==> src/rtl/seven_seg_scan_driver.sv <==
// Time-multiplexed driver for a six-digit common-anode seven-segment display.
// The six digits are snapshotted once per frame, and each digit slot opens with a blanking gap.
module seven_seg_scan_driver #(
    parameter int REFRESH_DIV  = 50_000,
    parameter int BLANK_CYCLES = 500
) (
    input  logic       clk,
    input  logic       rst_n,
    input  logic [4:0] in0,
    input  logic [4:0] in1,
    input  logic [4:0] in2,
    input  logic [4:0] in3,
    input  logic [4:0] in4,
    input  logic [4:0] in5,
    output logic [7:0] seg_out,
    output logic [5:0] sel_out
);

    localparam int CNT_W = (REFRESH_DIV > 1) ? $clog2(REFRESH_DIV) : 1;
    localparam logic [CNT_W-1:0] CNT_LAST  = CNT_W'(REFRESH_DIV - 1);
    localparam logic [CNT_W-1:0] BLANK_LEN = CNT_W'(BLANK_CYCLES);
    localparam logic [CNT_W-1:0] SNAP_CNT  = CNT_W'(BLANK_CYCLES - 1);
    localparam logic [2:0]       IDX_LAST  = 3'd5;

    if (REFRESH_DIV < 2 || BLANK_CYCLES < 1 || BLANK_CYCLES >= REFRESH_DIV) begin : g_bad_params
        $error("seven_seg_scan_driver: need REFRESH_DIV >= 2 and 1 <= BLANK_CYCLES < REFRESH_DIV");
    end

    logic [CNT_W-1:0] cnt;
    logic [2:0]       idx;
    logic [5:0][4:0]  snap;
    logic             snap_en;
    logic [4:0]       cur;
    logic [7:0]       seg_nxt;
    logic [5:0]       sel_nxt;

    // Active-low {g,f,e,d,c,b,a} pattern for one hex value.
    function automatic logic [6:0] decode(input logic [3:0] hex);
        case (hex)
            4'h0: decode = 7'h40;
            4'h1: decode = 7'h79;
            4'h2: decode = 7'h24;
            4'h3: decode = 7'h30;
            4'h4: decode = 7'h19;
            4'h5: decode = 7'h12;
            4'h6: decode = 7'h02;
            4'h7: decode = 7'h78;
            4'h8: decode = 7'h00;
            4'h9: decode = 7'h10;
            4'hA: decode = 7'h08;
            4'hB: decode = 7'h03;
            4'hC: decode = 7'h46;
            4'hD: decode = 7'h21;
            4'hE: decode = 7'h06;
            4'hF: decode = 7'h0E;
        endcase
    endfunction

    // NOTE: state registers use non-blocking assignments so every flop samples pre-edge values.
    always_ff @(posedge clk or negedge rst_n) begin
        if (!rst_n) begin
            cnt <= '0;
            idx <= '0;
        end else if (cnt == CNT_LAST) begin
            cnt <= '0;
            idx <= (idx == IDX_LAST) ? 3'd0 : idx + 3'd1;
        end else begin
            cnt <= cnt + CNT_W'(1);
        end
    end

    // Load the snapshot just before digit 0 lights, so one frame always shows one coherent reading.
    assign snap_en = (idx == 3'd0) && (cnt == SNAP_CNT);

    // NOTE: the snapshot registers are reset too, so the first frame after reset never shows X.
    always_ff @(posedge clk or negedge rst_n) begin
        if (!rst_n) begin
            snap <= '0;
        end else if (snap_en) begin
            snap <= {in5, in4, in3, in2, in1, in0};
        end
    end

    // NOTE: every output of this block gets a default first, so no latch is inferred.
    always_comb begin
        cur     = snap[idx];
        sel_nxt = 6'h3F;
        seg_nxt = 8'hFF;
        if (cnt >= BLANK_LEN) begin
            sel_nxt = ~(6'b00_0001 << idx);
            seg_nxt = {~cur[4], decode(cur[3:0])};
        end
    end

    always_ff @(posedge clk or negedge rst_n) begin
        if (!rst_n) begin
            seg_out <= 8'hFF;
            sel_out <= 6'h3F;
        end else begin
            seg_out <= seg_nxt;
            sel_out <= sel_nxt;
        end
    end

endmodule

==> config.mk <==
export PLATFORM = sky130hd
export DESIGN_NAME = seven_seg_scan_driver
export DESIGN_NICKNAME = d
export VERILOG_FILES = /design/src/rtl/seven_seg_scan_driver.sv
export SDC_FILE = /design/constraint.sdc
export NUM_CORES = 1
export LEC_CHECK = 0
export CELL_PAD_IN_SITES_DETAIL_PLACEMENT = 0
export CELL_PAD_IN_SITES_GLOBAL_PLACEMENT = 1
export CORE_MARGIN = 3
export CORE_UTILIZATION = 39
export DETAILED_ROUTE_END_ITERATION = 7
export PLACE_DENSITY_LB_ADDON = 0.1
export SYNTH_ARGS = -nofsm -noshare
export SYNTH_HDL_FRONTEND = slang
export SYNTH_SLANG_ARGS = --single-unit
==> constraint.sdc <==
create_clock -name clk -period 2.4 [get_ports clk]
set_input_delay 0.24 -clock clk [delete_from_list [all_inputs] [get_ports clk]]
set_output_delay 0.24 -clock clk [all_outputs]
set_load 0.1 [all_outputs]
After elaboration in Yosys (flattened, before gate mapping)
Memory sizes are Yosys's and may differ from the RTL's.
Cells that the tools add are included.
{"block": "totals", "reg_bits": 63, "mem_bits_ro": 112, "output_inout_bits": 14, "memories": 1}
{"memory": "(no name shown)", "words": 16, "word_bits": 7, "read_ports": 1, "rd_clocked_by_memory_dff": 0, "wr": 0, "line_no": "39", "rtl": "case (hex)"}
{"block": "classes", "mux": 6, "magnitude_cmp": 2, "reduce_logical": 2, "n_addsub": 2, "bitwise_logic": 2, "shifts": 1, "n_eq_ne": 3}
{"op": "16-bit by 1-bit adder with 16-bit output, second input constant", "n": 1}
{"op": "16-bit == test, second input constant", "n": 1}
{"op": "16-bit by 9-bit == test with 1-bit output, second input constant", "n": 1}
{"op": "16-bit by 9-bit greater-or-equal comparator with 1-bit output, second input constant", "n": 1}
{"op": "16-bit 2-to-1 mux", "n": 1}
{"op": "5-bit binary-select mux with 3-bit select", "n": 1}
{"op": "8-bit 2-to-1 mux", "n": 1}
{"op": "6-bit 2-to-1 mux", "n": 1}
{"op": "6-bit inverter", "n": 1}
{"op": "1-bit by 3-bit left shift with 6-bit output, first input constant", "n": 1}
{"op": "5-bit 2-to-1 mux", "n": 1}
{"op": "3-bit by 4-bit less-than comparator with 1-bit output, second input constant", "n": 1}
{"op": "3-bit by 1-bit adder with 3-bit output, second input constant", "n": 1}
{"op": "3-bit == test, second input constant", "n": 1}
{"op": "3-bit logical NOT", "n": 1}
{"op": "3-bit 2-to-1 mux", "n": 1}
{"op": "1-bit logical AND", "n": 1}
{"op": "1-bit inverter", "n": 1}

Longest topological paths before layout
Gate-level depths: netlist of the first run.
{"block": "depth", "word_depth": 4, "ltp_mapped": 10, "mapped_depth_nobuf": 8}

Worst setup path after synthesis of the first run
Ideal clock, no wire load.
{"block": "synth_path", "path_type": "reg2reg", "startpoint": "register idx[1]", "endpoint": "register seg_out[3]", "n_path_buf": 2, "slack_ns": -0.032, "t_arrival_ns": 2.337, "setup_time_ns": 0.095, "path_stages_with_launch": 10, "path_cell_list": "dfrtp_1 > clkbuf_1 > buf_1 > mux2_2 > nand2_1 > o221ai_1 > ha_1 > nor3b_1 > a2111oi_0 > a31oi_1"}
{"block": "synth_via", "elab_chain_cells": 4}
{"element": "start, declared", "line_no": "30", "rtl": "logic [2:0] idx;"}
{"element": "start signal, assigned", "line_no": "66", "rtl": "idx <= (idx == IDX_LAST) ? 3'd0 : idx + 3'd1;"}
{"element": "5-bit binary-select mux with 3-bit select", "line_no": "86", "rtl": "cur = snap[idx];"}
{"element": "5-bit 2-to-1 mux (not written as such)", "line_no": "86"}
{"element": "memory 16 x 7 bit"}
{"element": "8-bit 2-to-1 mux", "line_no": "89", "rtl": "if (cnt >= BLANK_LEN) begin"}
{"element": "via seg_nxt[3]", "line_no": "34", "rtl": "logic [7:0] seg_nxt;"}
{"element": "end signal, assigned", "line_no": "100", "rtl": "seg_out <= seg_nxt;"}
{"element": "end, declared", "line_no": "15", "rtl": "output logic [7:0] seg_out,"}
The timed path passes the listed nets, and every way through them passes these cells. The select of a mux whose other input is x is not followed.
A chain may end at the register's enable or synchronous reset.

Final worst setup path of the first run
{"block": "layout_path", "startpoint": "register cnt[10]", "endpoint": "register snap[8] (netlist name)"}
{"block": "layout_via", "elab_chain_cells": 2}
{"element": "start, declared", "line_no": "29", "rtl": "logic [CNT_W-1:0] cnt;"}
{"element": "start signal, assigned", "line_no": "68", "rtl": "cnt <= cnt + CNT_W'(1);"}
{"element": "16-bit by 9-bit == test with 1-bit output", "line_no": "73", "rtl": "assign snap_en = (idx == 3'd0) && (cnt == SNAP_CNT);"}
{"element": "1-bit logical AND", "line_no": "73"}
{"element": "end signal, assigned", "line_no": "80", "rtl": "snap <= {in5, in4, in3, in2, in1, in0};"}
{"element": "end, declared", "line_no": "31", "rtl": "logic [5:0][4:0] snap;"}
Every way passes these cells.

==> impl_metrics.csv, run 1 <==
group,metric,value,unit
outcome,status,"completed",
cts,cts_tree,"done",
timing,worst_slew_pin_slew,489,ps
layout,n_antenna_cell,0,
yosys,synth_top_area_share,40.2,%
critical_path,crit_required,2620,ps
global_route,overflow,0,
flow_run,drv_cap,0,
timing,timing.hold.ws,399,ps
routing,detail_route.wl_per_cell,14.1,µm
yosys,synth_edf_count,0,
power_and_ir_drop,p_leak,1.75,nW
yosys,yosysMostFrequentCell,"dfrtp_1",
yosys,syn_area,0.00305,mm²
cts,clock-sinks,63,
yosys,synth_cell_types,44,
yosys,avgSynthCellArea,11.7,µm²
cts,clk_latency,340,ps
critical_path,crit_type,"register to register",
cts,clkTransAtPathRegs,70,ps
cts,cts_max_path_buffers,2,
timing,max_freq,425,MHz
cts,cts_buffers,9,
timing,layout_min_cycle_time,2350,ps
global_route,grt_pass1_wl,9950,µm
critical_path,end_kind,"register",
place,dp_hpwl,4560,µm
hold_path,hold_path.class,"primary input to asynchronous set/reset pin",
place,dpl-instance-area,0.00371,mm²
layout,nets,367,
yosys,syn_nets,301,
cts,root_buffer,"clkbuf_8",
timing,rsz0062_at_grt,"true",
power_and_ir_drop,irDropWorstVdd,0.220,mV
yosys,yosysTopAreaCell,"dfrtp_1",
timing,slew_headroom,67.4,%
routing,ant_nets,0,
global_route,grt_max_degree,31,
critical_path,cp.arrival,2570,ps
layout,area_growth,29.0,%
routing,drtPass1Iterations,4,
yosys,synthTopCellsByCount,"49 x dfrtp_1, 35 x mux2_2, 22 x nor2_1",
die,coreArea,0.00741,mm²
die,fp.dieH,94.5,µm
routing,viasPerCell,4.98,
yosys,ys_top_cells_by_area,"dfrtp_1 40%, mux2_2 13%, dfstp_2 12%",
yosys,netlist_instances,260,
layout,final_area,0.00394,mm²
yosys,synth_flop_cell,"dfrtp_1",
global_route,grt_util_all_layers,14.8,%
timing,fin_setup_tns,0,ps
timing,setup_viol,0,
timing,drv_slew,0,
yosys,synth-seq-cells,63,
die,row_count,31,
timing,hold_viol,0,
die,ios,46,
die,initial_core_util,41.2,%
global_route,grt_pass1_vias,2043,
global_route,antenna_found_initial,0,
critical_path,r2r_setup_slack,50,ps
yosys,yosysWarnings,0,
timing,fin_crit_sh,97.9,%
timing,fin_skew,10.9,ps
yosys,synth_seq_area_share,52.2,%
routing,drc_errors,0,
routing,drtIter0Drc,64,
die,die_width,94.5,µm
place,place_congestion,0.769,
critical_path,startpoint_type,"register",
die,dieArea,0.00892,mm²
power_and_ir_drop,power,2.08,mW
routing,vias,2143,
cts,htree_levels,3,
layout,drive_gt1_share,33.2,%
routing,totalWireLength,6080,µm
place,port_buffers,45,
power_and_ir_drop,powerDensity,528,mW/mm²
yosys,ys_async_sr_fraction,100,%
critical_path,path_max_fanout,30,
cells in the final DEF, fill, tap and decap left out, types with 3 or more instances in the layout:
cell type and n:
dfrtp_1 48, o221ai_1 3, nor2b_1 3, inv_1 7
a21oi_1 4, clkdlybuf4s50_1 30, nor2_1 22, and2_1 3
buf_4 32, xor2_1 6, clkbuf_8 11, o31ai_1 3
nand2b_1 4, mux2i_1 9, nand3_1 10, nand2_1 18
a31oi_1 3, xnor2_1 8, mux2_2 35, o21ai_0 7
dfstp_2 14, or2_2 3, buf_12 3, ha_1 9
nor3_1 5
final timing paths:
kind                            cells past startpoint    endpoint     from
worst max-delay path                                5     snap[8]  cnt[10]
worst min-delay path                                2    snap[18]    rst_n
worst max register to register                      5     snap[8]  cnt[10]
worst min register to register                      1     snap[4]  snap[4]
max in group asynchronous                           3  sel_out[4]    rst_n
min in group clk                                    1     snap[4]  snap[4]
metal layers:
metal	up-vias	routed length [µm]	track usage (%)	part of all wire (%)
li1	1049	-	-	-
met3	10	359	3.90	5.9
met2	55	2640	21.6	43
met4	0	116	8.05	1.9
met1	1029	2960	20.2	49
met5	-	0	0	0
critical path: stages (launching register included):
cell	delay [ps]
dfrtp_1	380
or4_4	530
or4_4	450
nor4_4	270
buf_12	240
mux2_2	350
power by group:
| group | internal, mW | switching, mW |
|---|---|---|
| sequential | 1.06 | 0 |
| clock | 0.534 | 0.408 |
| combinational | 0.0483 | 0.0271 |
stage by stage:
| step | instances | worst slack, ps | utilization (%) |
|---|---|---|---|
| global placement | 413 | 59.2 | 50.1 |
| global route | 430 | -35.7 | 53.1 |
| finish | 430 | 49.8 | 53.1 |
| floorplan | 260 | 56.2 | - |
| CTS | 430 | 21.0 | 53.1 |
| detailed placement | 413 | 35.6 | 50.1 |
state kept, by name, summed over array words and instances, names as in the netlist:
name     count
snap        30
cnt         16
seg_out      8
sel_out      6
idx          3
timing repair:
action,4_1_cts,5_1_grt
setup buffers,0,0
gates resized for setup,0,2
setup endpoints to repair,0,33
endpoints found under the hold margin,16,0
hold buffers,1,0
cells by family (layout without fill, tap and decap cells):
group                    count (synthesis)  after routing  share of synthesized area (%)
adder cells (fa/ha/maj)                  9              9                           3.69
AND/OR/NAND/NOR                         81             81                           13.9
buffers and inverters                   19             90                           3.08
multiplexers                            46             46                           17.0
AO/OA/AOI/OAI                           28             28                           6.15
XOR/XNOR                                14             14                           4.02
flip-flops                              63             63                           52.2
area by class of cell:
class                   instances  area, µm²
flip-flops and latches         63       1600
repair buffers                 67        616
fillers                       674       3470
well taps                      99        124
multi-input cells             178       1370
inverters                       7       26.3
clock buffers                  11        151
clock inverters                 5       56.3
Note: power is estimated with default switching activity, not from simulation.
==> run 2: changes to the inputs <==
--- a/config.mk
+++ b/config.mk
@@ -7,7 +7,7 @@
 export LEC_CHECK = 0
 export CELL_PAD_IN_SITES_DETAIL_PLACEMENT = 0
 export CELL_PAD_IN_SITES_GLOBAL_PLACEMENT = 1
-export CORE_MARGIN = 3
+export CORE_MARGIN = 4
 export CORE_UTILIZATION = 39
 export DETAILED_ROUTE_END_ITERATION = 7
 export PLACE_DENSITY_LB_ADDON = 0.1
==> run 2 against run 1 <==
  * Hold slack worse by 5.3 ps
  * Power is 1.4% lower
  * Final cell count is 0.93% higher
  * Sequential share of layout area shrank 0.80 points
  * Critical path depth rose by 1
  * Clock skew hardly changed
  * Flip-flop and latch count is the same
  * Clock-buffer cell count shrank 2
  * Register-to-register slack improved by 20 ps
  * Combinational power about the same
  * First-iteration DRC count is 75% higher
  * Critical path type unchanged
  * Highest routed layer unchanged
==> impl_metrics.csv, run 2 (synthesis results as in run 1) <==
group,metric,value,unit
outcome,status,"completed",
timing,worst_slew_pin_slew,510,ps
critical_path,end_kind,"register",
routing,drc_errors,0,
power_and_ir_drop,irDropWorstVdd,0.251,mV
timing,slew_headroom,65.8,%
power_and_ir_drop,p_clk_share,44.5,%
routing,vias,2130,
routing,detail_route.wl_per_cell,14.7,µm
layout,mostFrequentLayoutCell,"dfrtp_1",
timing,hold_viol,0,
timing,layout_min_cycle_time,2330,ps
critical_path,startpoint_type,"register",
place,dpl_worst_slack,-2.27,ps
hold_path,hold_path.class,"primary input to asynchronous set/reset pin",
power_and_ir_drop,p_seq_share,51.8,%
global_route,grt_pass1_vias,2135,
layout,final_cell_mix,"47 x dfrtp_1, 34 x buf_4, 30 x clkdlybuf4s50_1, 28 x mux2_2, 22 x nor2_1",
layout,area_growth,31.7,%
timing,fin_skew,10.9,ps
power_and_ir_drop,power_frac_comb,3.7,%
timing,rsz0062_at_grt,"true",
cts,clk_latency,340,ps
cts,clock-sinks,63,
critical_path,cp.arrival,2550,ps
layout,final_area,0.00402,mm²
global_route,grt_util_all_layers,15.3,%
timing,max_freq,429,MHz
routing,drtIter0Drc,112,
cts,cts_buffers,9,
routing,viasPerCell,4.91,
place,dp_hpwl,4460,µm
cts,cts_max_path_buffers,2,
power_and_ir_drop,powerDensity,510,mW/mm²
global_route,grt_max_degree,43,
routing,ant_nets,0,
power_and_ir_drop,swShare,22.4,%
place,port_buffers,45,
layout,largest_register_ffs,30,
timing,fin_setup_tns,0,ps
critical_path,path_max_fanout,8,
global_route,overflow,0,
cts,root_buffer,"clkbuf_8",
power_and_ir_drop,p_switching,460,µW
die,die_width,96.5,µm
timing,fin_crit_sh,97.1,%
timing,drv_slew,0,
die,initial_core_util,41.2,%
die,fp.dieH,96.5,µm
power_and_ir_drop,p_leak,1.78,nW
power_and_ir_drop,internal_power,1.59,mW
die,coreArea,0.00741,mm²
global_route,grt_pass1_wl,10600,µm
routing,drtPass1Iterations,4,
layout,regMostFlops,"snap",
timing,timing.hold.ws,393,ps
layout,largestRegisters,"snap (30), cnt (16), seg_out (8)",
critical_path,crit_required,2620,ps
layout,n_antenna_cell,0,
die,row_count,31,
place,dpl-instance-area,0.00369,mm²
global_route,antenna_found_initial,0,
layout,drive_gt1_share,34.3,%
place,place_congestion,0.793,
timing,setup_ws,69.4,ps
layout,nets,371,
cts,cts_tree,"done",
cts,clkTransAtPathRegs,80,ps
timing,setup_viol,0,
die,ios,46,
die,dieArea,0.00930,mm²
flow_run,drv_cap,0,
critical_path,crit_type,"register to register",
routing,totalWireLength,6380,µm
cts,htree_levels,3,
[run 2: cell types whose count changed in the layout (fill, tap and decap cells not counted), sizes merged]
cell | previous run | this run
clkinv | 3 | 5
clkbuf | 11 | 9
buf | 36 | 40
[run 2: timing repair]
action | CTS | global route
gates resized for setup | 3 | 11
endpoints found under the hold margin | 11 | 0
pin swaps | 1 | 0
buffers inserted | 4 | 0
hold buffers | 1 | 0
endpoints found under the setup margin | 30 | 33
cloned | 3 | 0
[run 2: through the flow]
step	utilization, %	instances	power, mW
global route	54.2	434	2.13
finish	54.2	434	2.05
detailed placement	49.8	411	1.16
floorplan	-	260	1.08
global placement	49.8	411	1.16
CTS	53.9	435	2.08
[run 2: layer usage]
layer | track usage, % | up-vias | routed length [µm]
met5 | 0 | - | 0
met4 | 7.71 | 0 | 115
met3 | 3.41 | 10 | 321
met2 | 22.0 | 51 | 2720
met1 | 21.6 | 1017 | 3220
li1 | - | 1052 | -
[run 2: critical path: stages, from the launching register on]
cell	delay, ps
dfrtp_1	380
or4_4	540
or4_4	450
nor4_4	160
buf_4	200
buf_12	140
mux2_2	330
[run 2: worst paths after layout]
check / from / to / slack [ps] / cells after the start
min reg2reg: snap[4] / snap[4] / 490 / 1
min in group clk: snap[4] / snap[4] / 490 / 1
max: cnt[10] / snap[1] / 70 / 6
max reg2reg: cnt[10] / snap[1] / 70 / 6
min: rst_n / cnt[14] / 390 / 2
max in group asynchronous: rst_n / seg_out[7] / 1360 / 3
[run 2: cell type report]
cell class | instances | area [µm²]
multi-input combinational | 178 | 1390
inverter | 7 | 26.3
tap | 99 | 124
fill | 646 | 3390
clock inverter | 7 | 73.8
sequential | 63 | 1600
timing repair buffer | 71 | 681
clock buffer | 9 | 124
[run 2: power by group through the flow]
stage	clock network, mW	registers (mW)	logic [mW]
3_3_place_gp	0	1.08	0.0764
6_report	0.913	1.06	0.0751
4_1_cts	0.946	1.06	0.0772
3_5_place_dp	0	1.08	0.0758
5_1_grt	0.988	1.06	0.0836
2_1_floorplan	0	1.08	0.000414
==> run 3: changes to the inputs <==
--- a/config.mk
+++ b/config.mk
@@ -11,6 +11,7 @@
 export CORE_UTILIZATION = 39
 export DETAILED_ROUTE_END_ITERATION = 7
 export PLACE_DENSITY_LB_ADDON = 0.1
+export SLEW_MARGIN = 10
 export SYNTH_ARGS = -nofsm -noshare
 export SYNTH_HDL_FRONTEND = slang
 export SYNTH_SLANG_ARGS = --single-unit
==> results of run 3 <==
Same layout as run 2: the final DEF is identical, and so are final timing and power.
